===== src/rtl/ccff_loader_pkg.sv =====
// Shared types and sizing helpers for the configuration-chain bitstream loader.
package ccff_loader_pkg;

  typedef enum logic [2:0] {
    ST_IDLE,
    ST_PRE,
    ST_LOAD,
    ST_CHECK_FAIL,
    ST_DONE
  } ccff_state_e;

  localparam logic [31:0] DEFAULT_PREAMBLE = 32'h0000_00A5;

  // Counter width able to hold every shift index plus the terminal count.
  function automatic int ccff_cnt_w(input int chain_len, input int pre_w);
    return $clog2(chain_len + pre_w + 1);
  endfunction

endpackage


===== src/rtl/ccff_word_serializer.sv =====
// Holds one host word and hands it out bit by bit, LSB first, with a registered
// ready that rises in the cycle the final bit of the current word is shifting.
module ccff_word_serializer #(
  parameter int DATA_W = 8
) (
  input  logic              clk,
  input  logic              rst,
  input  logic              clear,
  input  logic              arm,
  input  logic              take,
  input  logic              take_last,
  input  logic [DATA_W-1:0] bs_data,
  input  logic              bs_valid,
  output logic              bs_ready,
  output logic              bit_avail,
  output logic              bit_val
);

  localparam int IDX_W = (DATA_W > 1) ? $clog2(DATA_W) : 1;
  localparam logic [IDX_W:0] FULL_C = (IDX_W + 1)'(DATA_W);
  localparam logic [IDX_W:0] ONE_C  = (IDX_W + 1)'(1);

  logic [DATA_W-1:0] word_q;
  logic [IDX_W-1:0]  idx_q;
  logic              empty_q;
  logic              accept;
  logic [IDX_W:0]    next_idx;
  logic              word_full;

  always_comb begin
    accept    = bs_valid & bs_ready;
    bit_avail = !empty_q || accept;
    bit_val   = empty_q ? bs_data[0] : word_q[idx_q];
    next_idx  = empty_q ? ONE_C : ({1'b0, idx_q} + ONE_C);
    word_full = (next_idx == FULL_C);
  end

  always_ff @(posedge clk) begin
    if (rst) begin
      bs_ready <= 1'b0;
      empty_q  <= 1'b1;
      idx_q    <= '0;
    end else if (take) begin
      // The final data bit empties the register and ends the host handshake.
      if (take_last || word_full) begin
        empty_q  <= 1'b1;
        bs_ready <= !take_last;
        idx_q    <= '0;
      end else begin
        empty_q  <= 1'b0;
        bs_ready <= 1'b0;
        idx_q    <= next_idx[IDX_W-1:0];
      end
    end else if (clear || arm) begin
      empty_q  <= 1'b1;
      idx_q    <= '0;
      bs_ready <= arm;
    end
  end

  always_ff @(posedge clk) begin
    if (take && empty_q) word_q <= bs_data;
  end

endmodule


===== src/rtl/ccff_bitstream_loader.sv =====
// Shifts a preamble followed by the host bitstream into a configuration chain and
// confirms the preamble reaches ccff_tail exactly as the last configuration bit enters.
module ccff_bitstream_loader
  import ccff_loader_pkg::*;
#(
  parameter int          CHAIN_LEN = 20,
  parameter int          DATA_W    = 8,
  parameter int          PRE_W     = 8,
  parameter logic [31:0] PREAMBLE  = DEFAULT_PREAMBLE,
  parameter int          CNT_W     = 16
) (
  input  logic              prog_clk,
  input  logic              pReset,
  input  logic              start,
  input  logic [DATA_W-1:0] bs_data,
  input  logic              bs_valid,
  output logic              bs_ready,
  output logic              ccff_head,
  output logic              prog_clk_en,
  input  logic              ccff_tail,
  output logic              busy,
  output logic              done,
  output logic              error,
  output logic [CNT_W-1:0]  shift_cnt
);

  localparam int DCNT_W = ccff_cnt_w(CHAIN_LEN, 0);
  localparam logic [CNT_W-1:0]  ONE_C      = CNT_W'(1);
  localparam logic [CNT_W-1:0]  CHAIN_C    = CNT_W'(CHAIN_LEN);
  localparam logic [CNT_W-1:0]  LAST_C     = CNT_W'(CHAIN_LEN + PRE_W - 1);
  localparam logic [CNT_W-1:0]  PRE_LAST_C = CNT_W'(PRE_W - 1);
  localparam logic [4:0]        PRE_ARM_C  = 5'(PRE_W - 1);
  localparam logic [DCNT_W-1:0] DCHAIN_C   = DCNT_W'(CHAIN_LEN);
  localparam logic [DCNT_W-1:0] DLAST_C    = DCNT_W'(CHAIN_LEN - 1);
  localparam logic [DCNT_W-1:0] DONE_C     = DCNT_W'(1);

  ccff_state_e       state_q, state_d;
  logic              head_d, en_d, busy_d, done_d, error_d;
  logic [CNT_W-1:0]  cnt_d;
  logic [DCNT_W-1:0] data_cnt_q, data_cnt_d;
  logic [4:0]        tail_idx, pre_idx_next;
  logic              mismatch, want_data;
  logic              ser_clear, ser_arm, take, take_last, bit_avail, bit_val;

  ccff_word_serializer #(.DATA_W(DATA_W)) u_serializer (
    .clk       (prog_clk),
    .rst       (pReset),
    .clear     (ser_clear),
    .arm       (ser_arm),
    .take      (take),
    .take_last (take_last),
    .bs_data   (bs_data),
    .bs_valid  (bs_valid),
    .bs_ready  (bs_ready),
    .bit_avail (bit_avail),
    .bit_val   (bit_val)
  );

  always_ff @(posedge prog_clk) begin
    if (pReset) state_q <= ST_IDLE;
    else        state_q <= state_d;
  end

  always_comb begin
    state_d      = state_q;
    head_d       = ccff_head;
    en_d         = 1'b0;
    busy_d       = busy;
    done_d       = done;
    error_d      = error;
    cnt_d        = prog_clk_en ? shift_cnt + ONE_C : shift_cnt;
    data_cnt_d   = data_cnt_q;
    ser_clear    = 1'b0;
    ser_arm      = 1'b0;
    take         = 1'b0;
    take_last    = 1'b0;
    want_data    = 1'b0;
    tail_idx     = 5'(shift_cnt - CHAIN_C);
    pre_idx_next = 5'(shift_cnt + ONE_C);
    // The tail is only meaningful once the first preamble bit has crossed the chain.
    mismatch     = prog_clk_en && (shift_cnt >= CHAIN_C) && (ccff_tail != PREAMBLE[tail_idx]);

    case (state_q)
      ST_IDLE, ST_DONE, ST_CHECK_FAIL: begin
        if (start) begin
          state_d    = ST_PRE;
          head_d     = PREAMBLE[0];
          en_d       = 1'b1;
          busy_d     = 1'b1;
          done_d     = 1'b0;
          error_d    = 1'b0;
          cnt_d      = '0;
          data_cnt_d = '0;
          ser_clear  = 1'b1;
          ser_arm    = (PRE_W == 1);
        end
      end
      ST_PRE: begin
        if (mismatch) begin
          state_d   = ST_CHECK_FAIL;
          error_d   = 1'b1;
          busy_d    = 1'b0;
          ser_clear = 1'b1;
        end else if (shift_cnt == PRE_LAST_C) begin
          state_d   = ST_LOAD;
          want_data = 1'b1;
        end else begin
          head_d  = PREAMBLE[pre_idx_next];
          en_d    = 1'b1;
          // Open the host port during the last preamble shift so data follows without a bubble.
          ser_arm = (pre_idx_next == PRE_ARM_C);
        end
      end
      ST_LOAD: begin
        if (mismatch) begin
          state_d   = ST_CHECK_FAIL;
          error_d   = 1'b1;
          busy_d    = 1'b0;
          ser_clear = 1'b1;
        end else if (prog_clk_en && shift_cnt == LAST_C) begin
          state_d = ST_DONE;
          done_d  = 1'b1;
          busy_d  = 1'b0;
        end else begin
          want_data = 1'b1;
        end
      end
      default: state_d = ST_IDLE;
    endcase

    // Without a bit to present the chain stalls and the head holds its value.
    if (want_data && (data_cnt_q < DCHAIN_C) && bit_avail) begin
      take       = 1'b1;
      take_last  = (data_cnt_q == DLAST_C);
      head_d     = bit_val;
      en_d       = 1'b1;
      data_cnt_d = data_cnt_q + DONE_C;
    end
  end

  always_ff @(posedge prog_clk) begin
    if (pReset) begin
      ccff_head   <= 1'b0;
      prog_clk_en <= 1'b0;
      busy        <= 1'b0;
      done        <= 1'b0;
      error       <= 1'b0;
      shift_cnt   <= '0;
      data_cnt_q  <= '0;
    end else begin
      ccff_head   <= head_d;
      prog_clk_en <= en_d;
      busy        <= busy_d;
      done        <= done_d;
      error       <= error_d;
      shift_cnt   <= cnt_d;
      data_cnt_q  <= data_cnt_d;
    end
  end

endmodule


===== config.mk =====
export PLATFORM = sky130hd
export DESIGN_NAME = ccff_bitstream_loader
export DESIGN_NICKNAME = d
export VERILOG_FILES = /design/src/rtl/ccff_loader_pkg.sv /design/src/rtl/ccff_word_serializer.sv /design/src/rtl/ccff_bitstream_loader.sv
export SDC_FILE = /design/constraint.sdc
export NUM_CORES = 1
export LEC_CHECK = 0
export ABC_AREA = 1
export CORE_MARGIN = 4
export CORE_UTILIZATION = 58
export DETAILED_ROUTE_END_ITERATION = 10
export PLACE_DENSITY = 0.84
export SYNTH_ARGS = -nofsm -noshare
export SYNTH_HDL_FRONTEND = slang
export SYNTH_HIERARCHICAL = 1
export SYNTH_SLANG_ARGS = --single-unit
export TNS_END_PERCENT = 5

===== constraint.sdc =====
create_clock -name prog_clk -period 3.5 [get_ports prog_clk]
set_input_delay 0.7 -clock prog_clk [delete_from_list [all_inputs] [get_ports prog_clk]]
set_output_delay 0.7 -clock prog_clk [all_outputs]
set_load 0.01 [all_outputs]

==> results.cfg, run 1 <==
[yosys]
seq_area_frac_synth_pct = 37.9
synth_nets = 339
synth_area_mm2 = 0.00243
yosysTopAreaCell = dfxtp_1
async_reset_ff_share_pct = 0
yosysMostFrequentCell = nand2_1
yosysUniqueCellTypes = 41
synth_edf_count = 8
netlist.area_leader.share_pct = 28.0
synth_top_flop_cell = dfxtp_1
ys_warn_count = 6
ys_ff_latch = 42
syn_inst = 317
synth_common_cells = nand2_1 (65), nor2_1 (38), inv_1 (36)
avgSynthCellArea_um2 = 7.66
ys_top_cells_by_area = dfxtp_1 (28%), nand2_1 (10%), edfxtp_1 (9.9%)

[detailed_routing]
drt_iter0_markers = 129
antenna_left = 0
first_pass_iters = 4
routed-via-count = 2069
wl_um = 5010
drc_errors = 0
viasPerCell = 5.12
wl_per_cell_um = 12.4

[die]
pin_count = 35
core_mm2 = 0.00403
die_w_um = 72.7
num_rows = 23
die_area_mm2 = 0.00528
dieHeight_um = 72.7
initial_core_util_pct = 60.2

[final_layout]
drive_above_1_share_pct = 14.7
syn_to_final_growth_pct = 19.5
fillCellCount = 315
antennaDiodeCount = 0
layout.cells.non_filler = 404
layout.nets = 375
postLayoutCoreUtil_pct = 72.0

[critical_path]
cp_max_fo = 10
crit_slowest_cell = dfxtp_1
crit_chain = inv_1, ha_1, nand2_1, inv_1, nor2_1, nand3_1, nand4_4, nand3_4, nand2_4, nand2_8, inv_4, nand2_1, inv_1
r2r_end = u_serializer/word_q[6]
reg2reg_depth = 13
critPathArrivalTime_ps = 2480
worstReg2RegStart = shift_cnt[2]
cp_common_cell = inv_1
crit_start = shift_cnt[2]
critPathRequiredTime_ps = 3490
crit_path_end = u_serializer/word_q[6]
crit_path_end_kind = flip-flop
r2r_slack_ps = 1000
max_stage_delay_ps = 530
worstSetupPathType = reg2reg
crit_path_start_kind = flip-flop

[clocking]
numCtsBuffers = 5
clock_latency_ps = 300
clkTransAtPathRegs_ps = 80
cts_root_buf = clkbuf_8
htree_levels = 2
clkSinkCount = 42
cts_setup_buffers = 0
cts_tree = done
ctsHoldBuffers = 0
cts-resized-gates = 0
cts.path.max_buffers = 2

[placement]
dp_hpwl_um = 3790
pre_cts_ws_ps = 940
place_congestion = 0.874
port_buffers = 34
dp.cells = 396

[timing]
rsz0062_at_grt = no
slew-limit-headroom_pct = 64.4
hold_viol = 0
setup_violations = 0
final.period_utilization_pct = 71.4
fmax_mhz = 400
worstMarginPinSlew_ps = 526
skew_ps = 9.34
period_minus_slack_ps = 2500
tns_ps = 0
final.setup.worst_slack_ps = 1000
slew_violations = 0

[power]
peakVddDrop_uv = 399
p_leak_nw = 1.15
p_per_area_mw_per_mm2 = 471
p_clk_share_pct = 28.4
p_int_mw = 0.902
power_mw = 1.37
seqPwrFrac_pct = 43.0
netSwitchingFraction_pct = 33.9
p_switching_mw = 0.463
comb_power_share_pct = 28.6

[grt]
grt_pass1_vias = 2000
groute.usage.overall_pct = 20.9
globalRouteOverflowTotal = 0
antenna_found_initial = 0
grt_max_degree = 15
grt_pass1_wl_um = 8820

[status]
status = finished, final reports clean

[hold_path]
min_from = error
min_path_type = reg2reg

[run]
cap_violations = 0
worst min-delay path by stage:
stage,end,slack (ps),cells past startpoint
floorplan,state_q[1],440,2
global placement,state_q[1],450,2
detailed placement,error,470,2
CTS,busy,490,2
global route,shift_cnt[15],510,1
finish,error,490,2
power groups by stage:
stage | logic, mW | clock network, mW | registers (mW)
2_1_floorplan | 0.280 | 0 | 0.584
3_3_place_gp | 0.382 | 0 | 0.597
3_5_place_dp | 0.387 | 0 | 0.597
4_1_cts | 0.392 | 0.395 | 0.586
5_1_grt | 0.440 | 0.412 | 0.596
6_report | 0.391 | 0.387 | 0.587
metal layers:
metal	share of wire, %	vias up	GRT usage, %
li1	-	1091	-
met1	47	942	27.2
met4	1.1	0	6.97
met2	48	30	34.4
met3	3.5	6	4.55
met5	0	-	0
area by class of cell:
| type | instances | area [um2] | share of cell area [%] |
|---|---|---|---|
| clock buffer | 5 | 68.8 | 2.37 |
| clock inverter | 3 | 45.0 | 1.55 |
| timing repair buffer | 35 | 348 | 12.0 |
| tap | 50 | 62.6 | 2.16 |
| sequential | 42 | 921 | 31.7 |
| multi-input combinational | 225 | 1290 | 44.4 |
| inverter | 44 | 168 | 5.78 |
cell families (layout without fill, tap and decap cells):
kind of cell / count (synthesis) / after routing / share of synthesized area, %
buf+inv: 50 / 87 / 8.97
fa+ha+maj: 9 / 9 / 4.64
xor+xnor: 9 / 9 / 3.25
flops: 42 / 42 / 37.9
mux: 1 / 1 / 0.412
simple gates: 164 / 164 / 34.9
compound gates: 42 / 42 / 9.90
worst max-delay path: cells and delay by family, from the launching register on:
family,cells,cell delay (ps)
buffers and inverters,4,490
adders and majority gates,1,240
and+or+nand+nor,8,910
DFF,1,530
metrics by stage:
stage	area [um2]	hold slack [ps]
finish	2900	488
global route	2900	508
CTS	2900	491
detailed placement	2790	465
global placement	2790	451
floorplan	2430	437
placed cells by master (no fill, tap or decap), drive strengths merged, types with 2 or more instances in the layout:
master / synthesis / routed
dfxtp: 34 / 34
nor2: 47 / 47
a21oi: 21 / 21
o21ai: 16 / 16
nand3b: 2 / 2
edfxtp: 8 / 8
ha: 9 / 9
clkdlybuf4s50: 0 / 34
nand4: 4 / 4
inv: 44 / 44
clkinvlp: 0 / 2
xnor2: 5 / 5
nand2: 73 / 73
nor4: 2 / 2
clkbuf: 0 / 5
nand3: 27 / 27
a211oi: 2 / 2
nor3: 6 / 6
xor2: 4 / 4
sequential cells by signal, summed over array words and instances (netlist names):
| register | cells |
|---|---|
| ccff_head | 1 |
| done | 1 |
| u_serializer/bs_ready | 1 |
| data_cnt_q | 5 |
| prog_clk_en | 1 |
| u_serializer/word_q | 8 |
| error | 1 |
| shift_cnt | 16 |
| state_q | 3 |
| u_serializer/empty_q | 1 |
| u_serializer/idx_q | 3 |
| busy | 1 |
Power figures use the tool's default switching activity.
==> run 2: changes to the inputs <==
--- a/config.mk
+++ b/config.mk
@@ -7,9 +7,9 @@
 export LEC_CHECK = 0
 export ABC_AREA = 1
 export CORE_MARGIN = 4
-export CORE_UTILIZATION = 58
+export CORE_UTILIZATION = 54
 export DETAILED_ROUTE_END_ITERATION = 10
-export PLACE_DENSITY = 0.84
+export PLACE_DENSITY = 0.79
 export SYNTH_ARGS = -nofsm -noshare
 export SYNTH_HDL_FRONTEND = slang
 export SYNTH_HIERARCHICAL = 1
==> constraint.sdc (replaced) <==
create_clock -name prog_clk -period 2.4 [get_ports prog_clk]
set_input_delay 0.48 -clock prog_clk [delete_from_list [all_inputs] [get_ports prog_clk]]
set_output_delay 0.48 -clock prog_clk [all_outputs]
set_load 0.01 [all_outputs]
==> results.cfg, run 2 (synthesis gave the netlist of run 1 again) <==
[status]
status = finished, final reports clean

[power]
netSwitchingFraction_pct = 34.1
p_clk_share_pct = 28.1
peakVddDrop_uv = 586
p_per_area_mw_per_mm2 = 689
p_switching_mw = 0.691
comb_power_share_pct = 31.2
power_mw = 2.03
p_leak_nw = 1.18
p_int_mw = 1.33
seqPwrFrac_pct = 40.7

[detailed_routing]
first_pass_iters = 5
viasPerCell = 5.20
routed-via-count = 2136
drt_iter0_markers = 146
wl_um = 5170
wl_per_cell_um = 12.6
antenna_left = 0
drc_errors = 0

[final_layout]
largest_register_ffs = 16
reg_top3 = shift_cnt: 16 flops, u_serializer/word_q: 8 flops, data_cnt_q: 5 flops
layout.cells.non_filler = 411
final_common_cell = nand2_1
antennaDiodeCount = 0
final_cell_mix = nand2_1 (65), nor2_1 (38), inv_1 (35)
final_area_mm2 = 0.00294
syn_to_final_growth_pct = 21.2
drive_above_1_share_pct = 16.2
top_register = shift_cnt
layout.nets = 380
postLayoutCoreUtil_pct = 67.6

[grt]
grt_busiest_layer = met2
grt_max_degree = 15
grt_pass1_wl_um = 8920
antenna_found_initial = 0
grt_pass1_vias = 2040
grt_use_met3_pct = 4.54
globalRouteOverflowTotal = 0
groute.usage.overall_pct = 20.6
grtUsageMet1_pct = 29.5
met2_usage_pct = 29.7

[timing]
rsz0062_at_grt = no
tns_ps = 0
hold_ws_ps = 481
final.period_utilization_pct = 90.1
final.setup.worst_slack_ps = 238
fmax_mhz = 463
skew_ps = 9.31
slew_violations = 0
slew-limit-headroom_pct = 68.4
setup_violations = 0
period_minus_slack_ps = 2160
worstMarginPinSlew_ps = 467
hold_viol = 0

[die]
die_area_mm2 = 0.00563
dieHeight_um = 75.0
die_w_um = 75.0
initial_core_util_pct = 55.7
num_rows = 24
core_mm2 = 0.00435
pin_count = 35

[clocking]
numCtsBuffers = 5
clock_latency_ps = 300
cts_tree = done
clkSinkCount = 42
clkTransAtPathRegs_ps = 90
cts_setup_buffers = 0
htree_levels = 2
cts_root_buf = clkbuf_8
cts.path.max_buffers = 2
ctsHoldBuffers = 0

[critical_path]
crit_path_end_kind = flip-flop
cp_common_cell = nand3_1
crit_path_start_kind = flip-flop
worstSetupPathType = reg2reg
critPathArrivalTime_ps = 2360
crit_chain = ha_1, nand2_1, nor4_1, nand3_1, nand2_4, nand2_8, nor4_2, nor2_4, nand3_1, a21oi_1
critPathRequiredTime_ps = 2590
max_stage_delay_ps = 460
cp_max_fo = 10
cp_num_buf_inv = 0
crit_family = simple AND/OR/NAND/NOR gates
crit_slowest_cell = dfxtp_1

[placement]
place_congestion = 0.857
dpl_cell_area_mm2 = 0.00283
pre_cts_ws_ps = 108
dp.cells = 403
dp_hpwl_um = 3810
port_buffers = 34

[hold_path]
min_path_type = reg2reg

[run]
cap_violations = 0
-- run 2: cell type report --
cell class              count  area, um2
multi-input cells         225       1290
repair buffers             40        385
inverters                  44        168
clock buffers               5       68.8
well taps                  52       65.1
fillers                   368       1410
flip-flops and latches     42        921
clock inverters             3       45.0
-- run 2: power by group through the flow --
stage | combinational, mW | sequential [mW] | clock [mW]
after global placement | 0.610 | 0.840 | 0
after floorplan | 0.408 | 0.851 | 0
final | 0.632 | 0.825 | 0.569
after CTS | 0.626 | 0.824 | 0.578
after global routing | 0.708 | 0.834 | 0.610
after detailed placement | 0.615 | 0.840 | 0
-- run 2: routing by layer --
| layer | vias to the layer above | wire (um) |
|---|---|---|
| met4 | 0 | 95 |
| met1 | 962 | 2470 |
| met3 | 10 | 183 |
| li1 | 1104 | - |
| met2 | 60 | 2430 |
| met5 | - | 0 |
-- run 2: path summary, 6_finish.rpt --
kind | end | slack [ps] | startpoint | cells past startpoint
min reg2reg | state_q[1] | 480 | state_q[1] | 2
max reg2reg | u_serializer/bs_ready | 240 | shift_cnt[0] | 10
min | state_q[1] | 480 | state_q[1] | 2
max | u_serializer/bs_ready | 240 | shift_cnt[0] | 10
-- run 2: timing repair --
action	4_1_cts	5_1_grt
endpoints found under the setup margin	0	8
resized for setup	0	1
endpoints found under the hold margin	0	0
-- run 2: tightest hold or removal path, stage by stage, from the launching register on --
cell	delay, ps
dfxtp_1	330
inv_1	50
a21oi_1	60
==> run 3: changes to the inputs <==
--- a/config.mk
+++ b/config.mk
@@ -7,9 +7,8 @@
 export LEC_CHECK = 0
 export ABC_AREA = 1
 export CORE_MARGIN = 4
-export CORE_UTILIZATION = 54
+export CORE_UTILIZATION = 25
 export DETAILED_ROUTE_END_ITERATION = 10
-export PLACE_DENSITY = 0.79
 export SYNTH_ARGS = -nofsm -noshare
 export SYNTH_HDL_FRONTEND = slang
 export SYNTH_HIERARCHICAL = 1
==> results.cfg, run 3 (synthesis gave the netlist of run 1 again) <==
[status]
status = finished, final reports clean

[clocking]
cts.path.max_buffers = 2
clkTransAtPathRegs_ps = 90
clock_latency_ps = 300
htree_levels = 2
ctsHoldBuffers = 0
cts_tree = done
numCtsBuffers = 5
clkSinkCount = 42
cts_setup_buffers = 0
cts_root_buf = clkbuf_8

[critical_path]
crit_path_end_kind = flip-flop
critPathArrivalTime_ps = 2340
crit_slowest_cell = dfxtp_1
r2r_slack_ps = 280
worstSetupPathType = reg2reg
critPathRequiredTime_ps = 2610
cp_common_cell = inv_1
max_stage_delay_ps = 330
crit_path_start_kind = flip-flop
crit_chain = inv_1, ha_1, nand2_1, inv_1, nor2_1, nand3_1, nand4_4, nand3_4, nand2_4, nand2_8, inv_4, inv_1, nor2_4, nand3_1, a21oi_1
cp_max_fo = 10

[final_layout]
final_cell_mix = nand2_1 (65), nor2_1 (38), inv_1 (35)
final_area_mm2 = 0.00305
largest_register_ffs = 16
final_common_cell = nand2_1
fillCellCount = 962
reg_top3 = shift_cnt: 16 flops, u_serializer/word_q: 8 flops, data_cnt_q: 5 flops
syn_to_final_growth_pct = 25.8
antennaDiodeCount = 0
multi_input_area_mm2 = 0.00129
top_register = shift_cnt
regArea_um2 = 921
drive_above_1_share_pct = 16.3
layout.nets = 382
layout.cells.non_filler = 490

[power]
p_leak_nw = 1.19
peakVddDrop_uv = 284
p_per_area_mw_per_mm2 = 664
power_mw = 2.03

[placement]
place_congestion = 0.876
port_buffers = 34
dp_hpwl_um = 4140
dpl_cell_area_mm2 = 0.00294
dp.cells = 482

[timing]
hold_viol = 0
fmax_mhz = 471
period_minus_slack_ps = 2120
final.period_utilization_pct = 88.5
rsz0062_at_grt = no
slew-limit-headroom_pct = 77.5
skew_ps = 11.5
hold_ws_ps = 480
tns_ps = 0
slew_violations = 0
worstMarginPinSlew_ps = 335
setup_violations = 0

[detailed_routing]
met3_length_um = 104
routed-via-count = 2099
first_pass_iters = 4
antenna_left = 0
met2_length_um = 2480
wl_um = 5230
viasPerCell = 4.28
wl_per_cell_um = 10.7
drc_errors = 0
met1_length_um = 2560
drt_iter0_markers = 88
top_layer = met4

[die]
pin_count = 35
num_rows = 35
die_area_mm2 = 0.0113
core_mm2 = 0.00933
die_w_um = 107
dieHeight_um = 107
initial_core_util_pct = 26.0

[grt]
grt_max_degree = 14
globalRouteOverflowTotal = 0
groute.usage.overall_pct = 9.63
antenna_found_initial = 0
grt_pass1_vias = 1903
grt_pass1_wl_um = 8980

[hold_path]
min_path_type = reg2reg

[run]
cap_violations = 0
## run 3: stage by stage
step / utilization (%) / setup WS (ps)
6_report: 32.7 / 277
5_1_grt: 32.7 / 41.6
4_1_cts: 32.7 / 208
3_5_place_dp: 31.5 / 108
3_3_place_gp: 31.5 / 138
2_1_floorplan: - / 194
## run 3: area by class of cell
class,count,share of cell area (%)
clock inverters,2,1.19
well taps,129,5.28
clock buffers,6,2.38
repair buffers,42,13.1
inverters,44,5.49
multi-input cells,225,42.4
flip-flops and latches,42,30.2
## run 3: final timing paths
check / start / end / cells past startpoint
min: state_q[1] / state_q[1] / 2
max: shift_cnt[2] / u_serializer/bs_ready / 15
min reg2reg: state_q[1] / state_q[1] / 2
max reg2reg: shift_cnt[2] / u_serializer/bs_ready / 15
## run 3: routing by layer
layer  vias to the layer above  GRT usage (%)
met5                         -              0
met4                         0           3.74
met3                         6           1.82
met2                        32           15.4
met1                       952           12.8
li1                       1109              -
## run 3: where the power goes
group / switching [mW] / internal [mW]
Clock: 0.252 / 0.311
Combinational: 0.385 / 0.254
Sequential: 0.0457 / 0.777
Total: 0.683 / 1.34
## run 3: worst max-delay path, delay by kind of cell, from the launching register on
family | cells | cell delay [ps]
compound gates | 1 | 170
fa+ha+maj | 1 | 220
buf+inv | 4 | 260
flops | 1 | 330
simple gates | 9 | 1040
## run 3: what timing repair did
| item | CTS | global route |
|---|---|---|
| endpoints found under the hold margin | 0 | 0 |
| setup endpoints to repair | 0 | 10 |
| gates resized for setup | 0 | 2 |
==> variant 1, RTL diff (settings of run 1) <==
The parameter `CNT_W` goes from 16 to 32.
--- a/src/rtl/ccff_bitstream_loader.sv
+++ b/src/rtl/ccff_bitstream_loader.sv
@@ -8,5 +8,5 @@
   parameter int          PRE_W     = 8,
   parameter logic [31:0] PREAMBLE  = DEFAULT_PREAMBLE,
-  parameter int          CNT_W     = 16
+  parameter int          CNT_W     = 32
 ) (
   input  logic              prog_clk,
Interface: changed (resized shift_cnt); port bits go from 35 to 51. The function was not compared with the original's and may differ.
==> variant 1 against run 1 <==
Combinational power increased by 39%. Worst setup slack worse by 0.12 ns. Routed wire length is 64% higher. Sequential cell count grew 16. Power is 51% higher. Synthesized area grew 40%. Final area increased by 43%. Clock skew shrank 0.0020 ns. Via count up 61%. Die area is 35% higher. Synthesized cell count increased by 53%. Critical path type unchanged. Largest cell class unchanged.
==> variant 1: results (changes against run 1) <==
| Metric | Value |
|---|---|
| Inverters | 68 (+55%) |
| Multi-In Gates | 350 (+56%) |
| Via count | 3339 (+61%) |
| Power of the combinational group | 544 uW (+39%) |
| Crit-path max cell delay | 0.58 ns (+0.05 ns) |
| Fin Clk Skew | 0.007369 ns (-0.001970 ns) |
| Placed Cells | 599 (+51%) |
| Wire length of the first global-routing pass | 13780 um (+56%) |
| Via density | 5.429 (+6.0%) |
| Compound-Gate Fraction of Synth Area | 9.679% (-0.22 points) |
| Setup WS pre-CTS | 0.8197 ns (-0.1204 ns) |
| Worst hold slack | 0.4635 ns (-0.02421 ns) |
| # clk buffers | 14 (+9) |
| Met1 Resource Use GR | 30.63% (+3.4 points) |
| Vias in the first global route | 3126 (+56%) |
| Total Routing Usage GR | 23.54% (+2.6 points) |
| Switching Fraction | 32.05% (-1.9 points) |
| Seq. pwr | 807 uW (+37%) |
| Max reg flops | 32 (+16) |
| Hpwl dp | 6074 um (+60%) |
| DRT iter0 DRCs | 294 (+130%) |
| Placed cell area | 3928 um^2 (+41%) |
| Mux cell area share after synthesis | 0% (-0.41 points) |
| PortBufs | 50 (+47%) |
| Largest net degree at the start of global routing | 20 (+5) |
| Cell variety after synth | 40 (-2.4%) |
| Met2 usage | 38.59% (+4.2 points) |
| Adder-cell share of the synthesized area | 3.325% (-1.3 points) |
| Peak VDD IR | 0.2969 mV (-26%) |
| Data buffer area share | 12.21% (+0.22 points) |
| Met3 WL | 664 um (+280%) |
| FFs & Latches | 58 (+38%) |
| Detailed Routing Iterations Pass 1 | 7 (+3) |
| Met3 Use GR | 5.397% (+0.85 points) |
| Leak Pwr | 0.001632 uW (+42%) |
| Run status | completed |
| Fin nets | 560 (+49%) |
| Synth area leaders | dfxtp_1, nand2_1, edfxtp_1 |
| Power Dens Cells | 497.0 nW/um^2 (+5.6%) |
| Worst path slowest cell | nor4b_1 |
| Filler cells | 436 (+38%) |
| Crit path max fanout | 9 (-1) |
variant 1: changes by cell type after synthesis, moves of 8 or more:
cell            run 1  this run
inv_1              36        60
nor3_1              4        15
a21oi_1            16        32
dfxtp_1            34        50
nor2_1             38        63
nand2_1            65        95
nand4_1             3        11
nand3_1            19        38
variant 1: path summary, 6_finish.rpt:
| kind | from | endpoint | cells after the start |
|---|---|---|---|
| worst max register to register | shift_cnt[2]$_SDFF_PP0_ | u_serializer/bs_ready$_SDFFE_PP0P_ | 13 |
| worst min-delay path | busy$_SDFFE_PP0P_ | busy$_SDFFE_PP0P_ | 2 |
| worst min register to register | busy$_SDFFE_PP0P_ | busy$_SDFFE_PP0P_ | 2 |
| worst max-delay path | shift_cnt[2]$_SDFF_PP0_ | u_serializer/bs_ready$_SDFFE_PP0P_ | 13 |
variant 1: logic make-up after synthesis:
logic type | Yosys count
XOR/XNOR | 12
AND/OR/NAND/NOR | 268
AO/OA/AOI/OAI | 61
flip-flops | 58
adder cells (fa/ha/maj) | 9
buffers and inverters | 77
==> variant 2, RTL diff (config.mk and constraints of run 1) <==
Without the edit above. The 5 states of `ccff_state_e` get a one-hot encoding in 5 bits.
--- a/src/rtl/ccff_loader_pkg.sv
+++ b/src/rtl/ccff_loader_pkg.sv
@@ -2,10 +2,10 @@
 package ccff_loader_pkg;
 
-  typedef enum logic [2:0] {
-    ST_IDLE,
-    ST_PRE,
-    ST_LOAD,
-    ST_CHECK_FAIL,
-    ST_DONE
+  typedef enum logic [4:0] {
+    ST_IDLE       = 5'b00001,
+    ST_PRE        = 5'b00010,
+    ST_LOAD       = 5'b00100,
+    ST_CHECK_FAIL = 5'b01000,
+    ST_DONE       = 5'b10000
   } ccff_state_e;
 
Behaviour: same outputs for any inputs over 10 cycles, from zero or initial values and one cycle with pReset high; not proved beyond that.
==> variant 2 against run 1 <==
Synthesized area increased by 3.4%. Final cell count up 2.7%. Critical path depth increased by 1. Synthesized cell count is 3.5% higher. Final area increased by 2.8%. Sequential cell count up 2. Power is 11% lower. Routed wire length increased by 1.2%. Worst setup slack improved by 0.053 ns. Count of clock-buffer cells in the layout rose by 2. Sequential share of layout area is 0.49 points higher. Via count rose by 4.4%. Largest cell class unchanged. Largest power group unchanged.
==> variant 2: results (changes against run 1) <==
| Metric | Value |
|---|---|
| Synth Net Count | 350 (+3.2%) |
| Peak VDD IR | 0.2632 mV (-34%) |
| Cell variety after synth | 38 (-7.3%) |
| Final Routed Wirelength | 5069 um (+1.2%) |
| WP data arrival | 2.62 ns (+0.14 ns) |
| Synth top cells by count | nand2_1, dfxtp_1, nor2_1 |
| Total Routing Usage GR | 20.95% (+0.045 points) |
| Register-to-Register Setup Slack | 1.06 ns (+0.05 ns) |
| Slew HR | 63.80% (-0.64 points) |
| Via density | 5.207 (+1.7%) |
| Placed cell area | 2865 um^2 (+2.8%) |
| Gp weighted congestion | 0.8516 (-2.6%) |
| WL met2 | 2514 um (+4.0%) |
| Power share of the combinational group | 20.9% (-7.7 points) |
| Largest net degree at the start of global routing | 19 (+4) |
| M1 wire length | 2384 um (+1.1%) |
| Top flop regs | shift_cnt: 16 flops, u_serializer/word_q: 8 flops |
| Hold path endpoint | busy$_SDFFE_PP0P_ |
| Run status | completed |
| Crit path max fanout | 9 (-1) |
| Wire length of the first global-routing pass | 8970 um (+1.7%) |
| Layout cells sized above 1 | 13.97% (-0.72 points) |
| Fin nets | 386 (+2.9%) |
| Post-synth EDFFs | 8 (unchanged) |
| Seq/Total Area, Yosys | 38.30% (+0.37 points) |
| Vias in the first global route | 2061 (+3.1%) |
| Worst-Skew Late Latency | 0.29 ns |
| Ys Warns | 6 (unchanged) |
| Reg2Reg Depth | 14 (+1) |
| Leak Pwr | 0.001158 uW (+0.46%) |
| Hpwl dp | 3895 um (+2.7%) |
| Minimum clock period | 2.444 ns (-0.05287 ns) |
| Synth area leaders | dfxtp_1, nand2_1, edfxtp_1 |
| Fin Clk Skew | 0.007097 ns (-0.002242 ns) |
| Internal power | 848.8 uW (-5.9%) |
| Setup WS pre-CTS | 1.015 ns (+0.07502 ns) |
| DRT iter0 DRCs | 100 (-22%) |
[variant 2: cells by family after synthesis]
group | count (synthesis) | synth area share [%]
mux | 1 | 0.3990
simple gates | 182 | 36.11
fa+ha+maj | 9 | 4.489
buf+inv | 49 | 8.778
flops | 44 | 38.30
compound gates | 32 | 8.080
xor+xnor | 11 | 3.840
[variant 2: metal layers]
metal / global-route usage [%] / vias up
li1: - / 1127
met1: 26.12 / 1001
met2: 36.22 / 27
met3: 4.788 / 6
met4: 5.433 / 0
met5: 0 / -
[variant 2: area by class of cell]
class,count,area [um^2]
clock buffer,7,107.6
clock inverter,1,8.758
fill,321,1105
inverter,43,166.4
multi-input combinational,235,1328
sequential,44,960.9
tap,50,62.56
timing repair buffer,35,347.8
[variant 2: stage by stage]
stage,instances,power (uW)
after floorplan,328,762.4
after global placement,407,836.9
after detailed placement,407,843.3
after CTS,415,1217
after global routing,415,1277
final,415,1209
